--- src/rtl/ioctl_upload_reader_pkg.sv ---
// Shared types and constants for the ioctl upload reader.
// Holds the FSM state encoding, the host address width and the out-of-range fill byte.
package ioctl_upload_reader_pkg;

   localparam int unsigned IOCTL_AW = 25;
   localparam logic [7:0]  FILL_BYTE = 8'hFF;

   typedef enum logic [1:0] {
      IDLE      = 2'd0,
      READY     = 2'd1,
      FETCH     = 2'd2,
      DONE_BYTE = 2'd3
   } state_t;

endpackage

--- src/rtl/ioctl_upload_reader.sv ---
// Serves host ioctl upload reads from a fixed-latency core memory, one byte per request,
// tracking delivered byte count, running checksum and a sticky protocol error.
module ioctl_upload_reader
   import ioctl_upload_reader_pkg::*;
#(
   parameter int unsigned ADDR_W       = 12,
   parameter int unsigned RD_LAT       = 2,
   parameter logic [7:0]  UPLOAD_INDEX = 8'h02
) (
   input  logic                clk,
   input  logic                reset_n,
   input  logic                ioctl_upload,
   input  logic [7:0]          ioctl_index,
   input  logic                ioctl_rd,
   input  logic [IOCTL_AW-1:0] ioctl_addr,
   output logic [7:0]          ioctl_din,
   output logic                ioctl_wait,
   output logic [ADDR_W-1:0]   mem_addr,
   output logic                mem_rd,
   input  logic [7:0]          mem_q,
   output logic [IOCTL_AW-1:0] byte_count,
   output logic [7:0]          checksum,
   output logic                err
);

   state_t     state;
   logic       upload_q;
   logic [2:0] lat_cnt;
   logic       upl_rise;
   logic       upl_fall;
   logic       in_range;

   assign upl_rise = ioctl_upload & ~upload_q;
   assign upl_fall = ~ioctl_upload & upload_q;
   assign in_range = (ioctl_addr >> ADDR_W) == '0;

   // upload_q resets high so an upload already active across reset is not seen as a new session
   always_ff @(posedge clk or negedge reset_n) begin
      if (!reset_n) begin
         state      <= IDLE;
         upload_q   <= 1'b1;
         lat_cnt    <= '0;
         ioctl_din  <= '0;
         ioctl_wait <= 1'b0;
         mem_addr   <= '0;
         mem_rd     <= 1'b0;
         byte_count <= '0;
         checksum   <= '0;
         err        <= 1'b0;
      end else begin
         upload_q <= ioctl_upload;
         mem_rd   <= 1'b0;
         if (upl_fall) begin
            // abort beats any concurrent request; results of the session are kept
            state      <= IDLE;
            ioctl_wait <= 1'b0;
         end else begin
            case (state)
               IDLE: begin
                  if (upl_rise && ioctl_index == UPLOAD_INDEX) begin
                     state      <= READY;
                     byte_count <= '0;
                     checksum   <= '0;
                     err        <= 1'b0;
                  end
               end
               READY: begin
                  if (ioctl_rd) begin
                     ioctl_wait <= 1'b1;
                     if (in_range) begin
                        mem_addr <= ioctl_addr[ADDR_W-1:0];
                        mem_rd   <= 1'b1;
                        lat_cnt  <= '0;
                        state    <= FETCH;
                     end else begin
                        ioctl_din <= FILL_BYTE;
                        state     <= DONE_BYTE;
                     end
                  end
               end
               FETCH: begin
                  if (ioctl_rd) err <= 1'b1;
                  // lat_cnt reaches RD_LAT on the edge where mem_q holds the requested byte
                  if (lat_cnt == 3'(RD_LAT)) begin
                     ioctl_din <= mem_q;
                     state     <= DONE_BYTE;
                  end else begin
                     lat_cnt <= lat_cnt + 3'd1;
                  end
               end
               DONE_BYTE: begin
                  if (ioctl_rd) err <= 1'b1;
                  ioctl_wait <= 1'b0;
                  byte_count <= byte_count + 1'b1;
                  checksum   <= checksum + ioctl_din;
                  state      <= READY;
               end
               default: state <= IDLE;
            endcase
         end
      end
   end

endmodule

--- config.mk ---
export PLATFORM = sky130hd
export DESIGN_NAME = ioctl_upload_reader
export DESIGN_NICKNAME = d
export VERILOG_FILES = /design/src/rtl/ioctl_upload_reader_pkg.sv /design/src/rtl/ioctl_upload_reader.sv
export SDC_FILE = /design/constraint.sdc
export NUM_CORES = 1
export LEC_CHECK = 0
export BUFFER_PORTS_ARGS = -buffer_cell sky130_fd_sc_hd__buf_2
export CAP_MARGIN = 20
export CORE_ASPECT_RATIO = 0.9
export CORE_UTILIZATION = 52
export DETAILED_ROUTE_END_ITERATION = 6
export HOLD_SLACK_MARGIN = 0.06
export PLACE_DENSITY_LB_ADDON = 0.25
export SETUP_SLACK_MARGIN = 0.05
export SLEW_MARGIN = 20
export SYNTH_ARGS = -nofsm -noshare
export SYNTH_HDL_FRONTEND = slang
export SYNTH_SLANG_ARGS = --single-unit
--- constraint.sdc ---
create_clock -name clk -period 2.6 [get_ports clk]
set_clock_uncertainty 0.2 [all_clocks]
set_input_delay 0 -clock clk [delete_from_list [all_inputs] [get_ports clk]]
set_output_delay 0 -clock clk [all_outputs]
set_load 0.05 [all_outputs]
# ---- Word-level counts from Yosys, hierarchy flattened
# Index checks and enable logic that the tools add are counted.
dict set report classes {
  addsub 3
  multipliers 0
  n_div 0
  magnitude_cmp 0
  n_eq_ne 15
  shift 0
  mux 27
  n_bitwise 5
  reduce_logical 15
}
# operator count
set op_table {}
lappend op_table {{25-bit one-hot mux with 2 select lines} 1}
lappend op_table {{8-bit 2-to-1 mux} 4}
lappend op_table {{8-bit one-hot mux with 2 select lines} 2}
lappend op_table {{25-bit by 1-bit adder with 25-bit output (second input constant)} 1}
lappend op_table {{25-bit logical NOT} 1}
lappend op_table {{25-bit 2-to-1 mux} 1}
lappend op_table {{2-bit != test (second input constant)} 6}
lappend op_table {{5-bit AND reduction} 2}
lappend op_table {{3-bit 2-to-1 mux} 3}
lappend op_table {{3-bit != test (second input constant)} 3}
lappend op_table {{8-bit adder} 1}
lappend op_table {{8-bit by 2-bit == test with 1-bit output (second input constant)} 1}
lappend op_table {{1-bit 2-to-1 mux} 8}
lappend op_table {{2-bit 2-to-1 mux} 4}
lappend op_table {{2-bit one-hot mux with 4 select lines} 1}
lappend op_table {{4-bit AND reduction} 2}
lappend op_table {{3-bit one-hot mux with 2 select lines} 1}
lappend op_table {{3-bit AND reduction} 2}
lappend op_table {{2-bit nonzero test} 3}
lappend op_table {{2-bit == test (second input constant)} 2}
lappend op_table {{1-bit one-hot mux with 2 select lines} 2}
lappend op_table {{3-bit by 1-bit adder with 3-bit output (second input constant)} 1}
lappend op_table {{3-bit by 2-bit == test with 1-bit output (second input constant)} 1}
lappend op_table {{1-bit NOT} 3}
lappend op_table {{8 further kinds} 9}
dict set report word_totals {
  regBits 62
  latchBits 0
  ram_bits 0
  mem_bits_ro 0
  input_bits 45
  memories 0
}

# ---- Longest topological paths before layout
# Gate-level depths: netlist (run 1).
dict set report logic_depth {
  depth_word 6
  mapped_depth 9
  depth_no_buf 7
}

# ---- Worst setup path before layout (run 1)
# Ideal clock, no wire load.
dict set report synth_timing {
  path_kind {flip-flop to flip-flop}
  from {register ioctl_din[0]}
  to {register checksum[6]}
  setup_ns 0.128
  t_arrival_ns 2.040
  slack_ns 0.232
  path_stages_with_launch 8
  n_path_buf 0
  path_cell_list {dfrtp_1 ha_1 fa_1 a21o_1 a21oi_1 nor4_1 nor4_1 o21ai_0}
}
dict set report synth_between {
  elab_chain_cells 2
}
# element line
set synth_rtl {}
lappend synth_rtl {{start: declaration} ioctl_upload_reader.sv:16} ;# output logic [7:0] ioctl_din,
lappend synth_rtl {{start signal: assignment} ioctl_upload_reader.sv:85} ;# ioctl_din <= mem_q;
lappend synth_rtl {{8-bit adder} ioctl_upload_reader.sv:95} ;# checksum <= checksum + ioctl_din;
lappend synth_rtl {{8-bit one-hot mux with 2 select lines} ioctl_upload_reader.sv:58} ;# case (state)
lappend synth_rtl {{end signal: assignment} ioctl_upload_reader.sv:95}
lappend synth_rtl {{end: declaration} ioctl_upload_reader.sv:22} ;# output logic [7:0] checksum,
# No other way between the ends.
# A chain may end at the register's enable or synchronous reset.

# ---- Worst setup path after layout (run 1)
dict set report layout_timing {
  from {register state[0]}
  to {register byte_count[21]}
}
dict set report layout_between {
  elab_chain_cells 3
  elab_cells_between_ends 6
}
# element line
set layout_rtl {}
lappend layout_rtl {{start: declaration} ioctl_upload_reader.sv:26} ;# state_t state;
lappend layout_rtl {{start signal: assignment} ioctl_upload_reader.sv:40} ;# state <= IDLE;
lappend layout_rtl {{start signal: assignment} ioctl_upload_reader.sv:55} ;# state <= IDLE;
lappend layout_rtl {{start signal: assignment} ioctl_upload_reader.sv:61} ;# state <= READY;
lappend layout_rtl {{2-bit == test or 2-bit logical NOT (tied branches)} ioctl_upload_reader.sv:58}
lappend layout_rtl {{2-bit nonzero test (no source line) or 2-bit != test (tied branches)} -}
lappend layout_rtl {{3-bit AND reduction (no source line)} -}
lappend layout_rtl {{end signal: assignment} ioctl_upload_reader.sv:94} ;# byte_count <= byte_count + 1'b1;
lappend layout_rtl {{end: declaration} ioctl_upload_reader.sv:21} ;# output logic [IOCTL_AW-1:0] byte_count,
# Several ways; a longest one is shown, not always the timed one.

==> flow_summary.yaml, run 1 <==
final_layout:
  area.growth.synth_to_final_pct: 35.0
  design_area_sq_um: 4510
  n_antenna_cell: 0
  final_layout_size_suffix_gt1_share_pct: 29.9
  final_nets: 543
  final_util_pct: 73.4
yosys:
  synth_cell_type_count: 49
  syn_nets: 407
  ys_seq_elements: 62
  synth_edf_count: 0
  synth.yosys.seq_area_share_pct: 46.4
  syn_inst: 347
  yosysWarnings: 0
  synth_flop_cell: "dfrtp_1"
  syn_area_sq_um: 3340
  syn_area_per_cell_sq_um: 9.64
  async_flop_share_pct: 100
setup_path:
  rr_startpoint: "state[0]$_DFFE_PN0P_"
  worstSetupPathType: "flip-flop to flip-flop"
  reg2reg_to: "byte_count[21]$_DFFE_PN0P_"
  r2r_cells: 7
  crit_fanout: 11
  critical_path.endpoint: "byte_count[21]$_DFFE_PN0P_"
  startpoint: "state[0]$_DFFE_PN0P_"
  worstPathRequired_ns: 2.61
  rrSetupSlack_ns: 0.20
  arrival_ns: 2.40
  setup.worst_path.start_class: "flip-flop"
  cp-end-kind: "flip-flop"
clock_network:
  clk_pin_slew_ns: 0.07
  cts.sinks: 62
  cts-root-buf: "clkbuf_8"
  cts_buffer_depth: 2
  cts_tree: "done"
  htreeDepth: 3
  worstSkewPairLatency_ns: 0.34
  postCtsSetupBuffers: 0
  cts_buffers: 9
run:
  cap_violations: 0
timing:
  finalCritPeriodShare_pct: 92.1
  post-route-min-period_ns: 2.40
  rsz0062_at_grt: "no"
  slew_headroom_pct: 66.4
  max_freq_ghz: 0.418
  setup_viol_count_final: 0
  hold_viol: 0
  worstMarginPinSlew_ns: 0.504
  tns_ns: 0
  drv_slew: 0
floorplan:
  pin_count: 101
  core_area_sq_um: 6150
  fp.dieW_um: 86.5
  dieHeight_um: 78.1
  dieArea_sq_um: 6760
  initial_core_util_pct: 54.4
  rows: 27
global_routing:
  grt_max_degree: 35
  antenna_found_initial: 0
  grt-ovfl-total: 0
  grt_use_total_pct: 28.1
  grt_pass1_vias: 3278
  grt_first_pass_wirelength_um: 14900
detailed_routing:
  via_per_inst: 5.74
  antenna_left: 0
  drt_wl_total_um: 8890
  drc_errors: 0
  wl_met2_um: 4510
  wl_met3_um: 545
  wire_per_inst_um: 15.5
  drt_iter0_markers: 243
  drt-met1-wl_um: 3750
  firstDrtPassIters: 5
  vias: 3298
  dr.max_layer_used: "met4"
power:
  pwr-share-seq_pct: 29.1
  power.total_w: 0.00452
  ir_drop_v: 0.000544
  p_int_w: 0.00251
  combinationalPowerShare_pct: 49.2
  power_switching_w: 0.00201
  p_clk_share_pct: 21.7
  powerDensity_nw_per_um2: 1000
  swShare_pct: 44.5
  p_leak_nw: 2.21
placement:
  port-buffer-count: 100
  dp_hpwl_um: 5730
  post_dp_cell_area_sq_um: 3940
  gp_congestion: 0.884
run_status:
  outcome: "finished clean"
min_path:
  min-delay-path-class: "input port to flip-flop"
per-stage QoR:
stage / setup WS (ns) / hold slack, ns / std cells
after floorplan: 0.232 / -0.496 / 347
after detailed placement: 0.299 / -0.125 / 526
after CTS: 0.207 / 0.103 / 574
after global routing: 0.0843 / 0.129 / 575
final: 0.205 / 0.136 / 575
after global placement: 0.386 / -0.128 / 526
kinds of logic after synthesis:
group	after synthesis	share of synthesized area (%)
multiplexers	13	4.34
flip-flops	62	46.4
XOR/XNOR	3	0.786
AND/OR/NAND/NOR	102	16.1
buffers and inverters	39	5.16
AO/OA/AOI/OAI	113	21.3
adder cells (fa/ha/maj)	15	5.84
area by class of cell:
class | count | area [sq um]
fill | 467 | 1630
multi-input combinational | 246 | 1620
sequential | 62 | 1550
timing repair buffer | 140 | 903
clock buffer | 13 | 169
tap | 87 | 109
inverter | 23 | 90.1
clock inverter | 3 | 65.1
timing repair inverter | 1 | 5.00
power groups by stage:
| stage | logic [W] | clock network, W | registers [W] |
|---|---|---|---|
| 6_report | 0.00222 | 0.000983 | 0.00131 |
| 5_1_grt | 0.00242 | 0.00103 | 0.00134 |
| 4_1_cts | 0.00219 | 0.00100 | 0.00131 |
| 3_5_place_dp | 0.00210 | 0 | 0.00133 |
| 3_3_place_gp | 0.00205 | 0 | 0.00132 |
| 2_1_floorplan | 0.00111 | 0 | 0.00183 |
how the worst min path moves through the flow:
stage / start / end / slack, ns / cells past startpoint
final: ioctl_addr[22] / lat_cnt[1]$_DFFE_PN0P_ / 0.14 / 5
after global routing: ioctl_upload / upload_q$_DFF_PN1_ / 0.13 / 2
after CTS: ioctl_index[7] / state[0]$_DFFE_PN0P_ / 0.10 / 5
after detailed placement: reset_n / ioctl_din[7]$_DFFE_PN0P_ / -0.13 / 1
after global placement: reset_n / ioctl_din[7]$_DFFE_PN0P_ / -0.13 / 1
after floorplan: reset_n / byte_count[0]$_DFFE_PN0P_ / -0.50 / 0
layout by cell type (no fill, tap or decap), types with 2 or more instances in the layout:
| master | n |
|---|---|
| ha_1 | 14 |
| buf_12 | 2 |
| a21o_1 | 4 |
| o41ai_1 | 3 |
| o21ai_1 | 2 |
| nor3_2 | 2 |
| and3_1 | 6 |
| nand2b_1 | 4 |
| a21oi_1 | 15 |
| xnor2_1 | 3 |
| nor2_1 | 21 |
| buf_4 | 7 |
| inv_1 | 22 |
| nand4_1 | 11 |
| mux2_2 | 12 |
| nand3_1 | 12 |
| buf_2 | 100 |
| a31oi_1 | 20 |
| a41oi_1 | 4 |
| o31ai_1 | 11 |
| nor2b_1 | 3 |
| bufinv_16 | 2 |
| dfrtp_1 | 61 |
| nand2_1 | 27 |
| a211oi_1 | 2 |
| dlygate4sd3_1 | 31 |
| nor4_1 | 6 |
| a22o_1 | 4 |
| clkbuf_8 | 12 |
| or3_1 | 2 |
| o21ai_0 | 39 |
sequential cells by signal, summed over array words and instances, names as in the netlist:
signal / count
byte_count: 25
mem_addr: 12
checksum: 8
ioctl_din: 8
lat_cnt: 3
state: 2
err: 1
ioctl_wait: 1
mem_rd: 1
upload_q: 1
worst max-delay path: stages, from the launching register on:
cell and delay [ns]:
dfrtp_1 0.41, inv_1 0.10, ha_1 0.21, inv_1 0.08
a31o_2 0.19, and3_1 0.50, nand3_2 0.22, o41ai_1 0.35
Yosys cell counts (8+ instances only):
cell | n | area [sq um]
a21oi_1 | 15 | 75.1
a31oi_1 | 20 | 125
clkbuf_1 | 8 | 30.0
dfrtp_1 | 61 | 1530
ha_1 | 14 | 175
inv_1 | 23 | 86.3
mux2_2 | 12 | 135
nand2_1 | 27 | 101
nand3_1 | 12 | 60.1
nand4_1 | 11 | 68.8
nor2_1 | 21 | 78.8
o21ai_0 | 39 | 195
o31ai_1 | 11 | 82.6
per-layer routing:
metal,vias up,global-route usage [%]
met4,0,8.17
met5,-,0
met3,9,7.47
met2,133,48.3
li1,1555,-
met1,1601,34.8
timing repair:
action                                  in CTS  in global routing
hold buffers                                32                  0
resized for setup                            0                  2
endpoints found under the setup margin       0                  7
hold endpoints to repair                    87                  0
(Power assumes the default switching activity.)
==> inputs of run 2 (changes only) <==
==> constraint.sdc (replaced) <==
create_clock -name clk -period 2.6 [get_ports clk]
set_clock_uncertainty 0.2 [all_clocks]
set_input_delay 0.65 -clock clk [delete_from_list [all_inputs] [get_ports clk]]
set_output_delay 0.65 -clock clk [all_outputs]
set_load 0.05 [all_outputs]
==> run 2 against run 1 <==
Clock power shrank 15%. Critical endpoint is now checksum[6]$_DFFE_PN0P_. First-iteration DRC count down 23%. Via count is 4.7% lower. Register-to-register slack improved by 0.03 ns. Highest routed layer unchanged. Wire length is 7.9% lower. Sequential power about the same. Critical path type unchanged. Fmax grew 1.5%. Sequential share of layout area grew 2.9 points.
==> flow_summary.yaml, run 2 (synthesized netlist as in run 1, its figures left out) <==
final_layout:
  regMostFlops: "byte_count"
  area.growth.synth_to_final_pct: 24.6
  final_common_cell: "buf_2"
  largestRegisters: "byte_count x25, mem_addr x12"
  final_layout_size_suffix_gt1_share_pct: 31.8
  n_fill_cell: 531
  final_nets: 515
  final_cell_mix: "buf_2, dfrtp_1, o21ai_0"
  n_antenna_cell: 0
  largest_reg_flops: 25
clock_network:
  hold_buffers: 0
  cts.sinks: 62
  cts_buffer_depth: 2
  cts_tree: "done"
  clk_pin_slew_ns: 0.07
  cts_resized: 0
  postCtsSetupBuffers: 0
  worstSkewPairLatency_ns: 0.35
  cts_buffers: 9
  htreeDepth: 3
  cts-root-buf: "clkbuf_8"
run:
  cap_violations: 0
power:
  ir_drop_v: 0.000497
  power.total_w: 0.00429
  p_int_w: 0.00231
  pwr-share-seq_pct: 30.7
  p_leak_nw: 2.06
  swShare_pct: 46.1
  power_switching_w: 0.00198
  combinationalPowerShare_pct: 49.9
  powerDensity_nw_per_um2: 1030
  p_clk_share_pct: 19.4
detailed_routing:
  drt_wl_total_um: 8190
  via_per_inst: 5.75
  antenna_left: 0
  vias: 3142
  drt_iter0_markers: 188
  drc_errors: 0
  firstDrtPassIters: 4
  wire_per_inst_um: 15.0
timing:
  whs_ns: 0.111
  tns_ns: 0
  slew_headroom_pct: 59.2
  max_freq_ghz: 0.424
  hold_viol: 0
  drv_slew: 0
  rsz0062_at_grt: "no"
  post-route-min-period_ns: 2.36
  worstMarginPinSlew_ns: 0.612
  finalCritPeriodShare_pct: 90.8
  setup_viol_count_final: 0
setup_path:
  rrSetupSlack_ns: 0.24
  critical_path.endpoint: "checksum[6]$_DFFE_PN0P_"
  arrival_ns: 2.40
  rr_startpoint: "ioctl_din[0]$_DFFE_PN0P_"
  cp-end-kind: "flip-flop"
  worstSetupPathType: "flip-flop to flip-flop"
  setup.worst_path.start_class: "flip-flop"
  crit_fanout: 3
  worstPathRequired_ns: 2.63
  reg2reg_to: "checksum[6]$_DFFE_PN0P_"
  startpoint: "ioctl_din[0]$_DFFE_PN0P_"
  r2r_cells: 7
global_routing:
  grt_max_degree: 28
  antenna_found_initial: 0
  grt_util_met3_pct: 6.41
  grt_use_total_pct: 26.2
  grtUsageMet1_pct: 32.8
  busiest_layer: "met2"
  grt_pass1_vias: 2925
  use_met2_pct: 44.2
  grt-ovfl-total: 0
  grt_first_pass_wirelength_um: 13700
placement:
  port-buffer-count: 100
  dp_hpwl_um: 5900
  gp_congestion: 0.848
min_path:
  min-delay-path-class: "input port to async pin"
floorplan:
  initial_core_util_pct: 54.4
  fp.dieW_um: 86.5
  rows: 27
  pin_count: 101
  dieHeight_um: 78.1
  dieArea_sq_um: 6760
  core_area_sq_um: 6150
run_status:
  outcome: "finished clean"
## run 2: final cells by class
| cell class | instances | area, sq um | share of cell area (%) |
|---|---|---|---|
| clock buffers | 11 | 141 | 3.39 |
| clock inverters | 4 | 47.5 | 1.14 |
| inverters | 23 | 86.3 | 2.07 |
| multi-input cells | 246 | 1620 | 38.9 |
| flip-flops and latches | 62 | 1550 | 37.3 |
| well taps | 87 | 109 | 2.61 |
| repair buffers | 113 | 611 | 14.7 |
## run 2: routing by layer
layer | vias up | part of all wire, %
met2 | 108 | 50
li1 | 1499 | -
met5 | - | 0
met4 | 0 | 1.2
met1 | 1528 | 43
met3 | 7 | 5.5
## run 2: worst min-delay path by stage
stage | start | end | slack, ns
6_report | reset_n | byte_count[8]$_DFFE_PN0P_ | 0.11
5_1_grt | reset_n | byte_count[8]$_DFFE_PN0P_ | 0.14
4_1_cts | reset_n | byte_count[8]$_DFFE_PN0P_ | 0.11
3_5_place_dp | mem_addr[0]$_DFFE_PN0P_ | mem_addr[0]$_DFFE_PN0P_ | 0.29
3_3_place_gp | byte_count[14]$_DFFE_PN0P_ | byte_count[14]$_DFFE_PN0P_ | 0.29
2_1_floorplan | reset_n | byte_count[0]$_DFFE_PN0P_ | 0.15
## run 2: metrics by stage
step | setup slack [ns] | utilization, % | instances | area (sq um)
final | 0.239 | 67.8 | 546 | 4170
after global routing | 0.0899 | 67.8 | 546 | 4170
after CTS | 0.257 | 67.8 | 546 | 4170
after detailed placement | 0.117 | 64.7 | 531 | 3980
after global placement | 0.198 | 64.7 | 531 | 3980
after floorplan | 0.232 | - | 347 | 3340
## run 2: critical path: stages (launching register included)
cell	delay [ns]
dfrtp_1	0.40
ha_1	0.24
fa_1	0.41
a21o_1	0.18
a21oi_1	0.32
nor4_1	0.09
nor4_1	0.29
o21ai_0	0.11
## run 2: power by group through the flow
stage          Combinational [W]  Clock (W)  Sequential (W)
5_1_grt                  0.00233   0.000886         0.00134
3_3_place_gp             0.00207          0         0.00133
2_1_floorplan            0.00111          0         0.00183
6_report                 0.00214   0.000835         0.00132
4_1_cts                  0.00213   0.000854         0.00132
3_5_place_dp             0.00211          0         0.00134
==> inputs of run 3 (changes only) <==
--- a/config.mk
+++ b/config.mk
@@ -12,6 +12,7 @@
 export DETAILED_ROUTE_END_ITERATION = 6
 export HOLD_SLACK_MARGIN = 0.06
 export PLACE_DENSITY_LB_ADDON = 0.25
+export RECOVER_POWER = 25
 export SETUP_SLACK_MARGIN = 0.05
 export SLEW_MARGIN = 20
 export SYNTH_ARGS = -nofsm -noshare
==> run 3 against run 2 <==
Sequential share of layout area grew 0.16 points. Worst hold slack gained 0.12 ns. Register-to-register slack is essentially flat. Critical endpoint unchanged. Utilization shrank 0.28 points. Critical path type unchanged. Combinational power is essentially flat.
==> flow_summary.yaml, run 3 (synthesized netlist as in run 1, its figures left out) <==
global_routing:
  grt_max_degree: 28
  busiest_layer: "met2"
  antenna_found_initial: 0
  grt_use_total_pct: 26.2
  grtUsageMet1_pct: 32.8
  use_met2_pct: 44.2
  grt-ovfl-total: 0
  grt_pass1_vias: 2925
  grt_first_pass_wirelength_um: 13700
  grt_util_met3_pct: 6.41
setup_path:
  rr_startpoint: "ioctl_din[0]$_DFFE_PN0P_"
  worstPathRequired_ns: 2.64
  crit_fanout: 3
  cp-end-kind: "flip-flop"
  r2r_cells: 7
  cp_cell_sequence: "ha_1 > fa_1 > a21o_1 > a21oi_1 > nor4_1 > nor4_1 > o21ai_0"
  reg2reg_to: "checksum[6]$_DFFE_PN0P_"
  rrSetupSlack_ns: 0.25
  slowest_stage: "fa_1"
  worstSetupPathType: "flip-flop to flip-flop"
  setup.worst_path.start_class: "flip-flop"
  crit_path_frequent_cell: "nor4_1"
  cpPeakStageDelay_ns: 0.41
  arrival_ns: 2.39
detailed_routing:
  wire_per_inst_um: 15.0
  vias: 3137
  via_per_inst: 5.75
  drc_errors: 0
  antenna_left: 0
  firstDrtPassIters: 4
  drt_iter0_markers: 192
  drt_wl_total_um: 8170
floorplan:
  dieHeight_um: 78.1
  initial_core_util_pct: 54.4
  fp.dieW_um: 86.5
  core_area_sq_um: 6150
  pin_count: 101
  rows: 27
  dieArea_sq_um: 6760
placement:
  gp_congestion: 0.848
  port-buffer-count: 100
  dp_hpwl_um: 5900
final_layout:
  final_common_cell: "buf_2"
  final_nets: 515
  n_fill_cell: 535
  regMostFlops: "byte_count"
  largestRegisters: "byte_count x25, mem_addr x12"
  n_antenna_cell: 0
  area.growth.synth_to_final_pct: 24.1
  final_layout_size_suffix_gt1_share_pct: 31.4
  final_cell_mix: "buf_2, dfrtp_1, o21ai_0"
  largest_reg_flops: 25
timing:
  slew_headroom_pct: 7.80
  tns_ns: 0
  hold_viol: 0
  rsz0062_at_grt: "no"
  setup_viol_count_final: 0
  drv_slew: 0
  max_freq_ghz: 0.425
  post-route-min-period_ns: 2.35
  finalCritPeriodShare_pct: 90.5
  worstMarginPinSlew_ns: 1.38
clock_network:
  cts.sinks: 62
  cts_buffers: 9
  cts_tree: "done"
  cts_buffer_depth: 2
  htreeDepth: 3
  hold_buffers: 0
  clk_pin_slew_ns: 0.07
  cts-root-buf: "clkbuf_8"
  worstSkewPairLatency_ns: 0.35
  cts_resized: 0
  postCtsSetupBuffers: 0
power:
  p_leak_nw: 2.05
  powerDensity_nw_per_um2: 1030
  ir_drop_v: 0.000500
  power.total_w: 0.00429
min_path:
  min_from: "ioctl_upload"
  holdPathStages: 1
  worst_hold_path.endpoint: "upload_q$_DFF_PN1_"
  min-delay-path-class: "input port to flip-flop"
run:
  cap_violations: 0
run_status:
  outcome: "finished clean"
==> run 3: worst max-delay path by stage <==
| stage | startpoint | endpoint | depth (start not counted) |
|---|---|---|---|
| 6_report | ioctl_din[0]$_DFFE_PN0P_ | checksum[6]$_DFFE_PN0P_ | 7 |
| 5_1_grt | reset_n | ioctl_din[1]$_DFFE_PN0P_ | 2 |
| 4_1_cts | ioctl_din[0]$_DFFE_PN0P_ | checksum[6]$_DFFE_PN0P_ | 7 |
| 3_5_place_dp | ioctl_index[5] | byte_count[21]$_DFFE_PN0P_ | 6 |
| 3_3_place_gp | ioctl_index[5] | byte_count[21]$_DFFE_PN0P_ | 6 |
| 2_1_floorplan | ioctl_din[0]$_DFFE_PN0P_ | checksum[6]$_DFFE_PN0P_ | 7 |
==> run 3: worst max-delay path: cells and delay by family, from the launching register on <==
| family | cells | cell delay [ns] |
|---|---|---|
| flip-flops | 1 | 0.40 |
| adder cells (fa/ha/maj) | 2 | 0.65 |
| AND/OR/NAND/NOR | 2 | 0.38 |
| AO/OA/AOI/OAI | 3 | 0.61 |
==> run 3: metrics by stage <==
step / util (%) / hold WS [ns] / instance area (sq um) / std cells / worst slack, ns
finish: 67.5 / 0.230 / 4150 / 546 / 0.247
global route: 67.5 / 0.226 / 4150 / 546 / 0.0899
CTS: 67.8 / 0.108 / 4170 / 546 / 0.257
detailed placement: 64.7 / 0.291 / 3980 / 531 / 0.117
global placement: 64.7 / 0.287 / 3980 / 531 / 0.198
floorplan: - / 0.154 / 3340 / 347 / 0.232
==> run 3: routing by layer <==
metal | wire length (um) | share of wire, %
met5 | 0 | 0
met2 | 4040 | 50
met4 | 96 | 1.2
met1 | 3520 | 43
met3 | 507 | 6.2
==> run 3: power by group <==
part           switching, W  internal [W]
combinational       0.00143      0.000710
sequential         0.000178       0.00114
clock              0.000377      0.000460
total               0.00198       0.00231
==> run 3: area by class of cell <==
| cell class | count | area [sq um] | area share, % |
|---|---|---|---|
| Clock buffer | 11 | 141 | 3.41 |
| Clock inverter | 4 | 47.5 | 1.15 |
| Timing Repair Buffer | 113 | 593 | 14.3 |
| Sequential cell | 62 | 1550 | 37.4 |
| Tap cell | 87 | 109 | 2.62 |
| Inverter | 23 | 86.3 | 2.08 |
| Multi-Input combinational cell | 246 | 1620 | 39.0 |
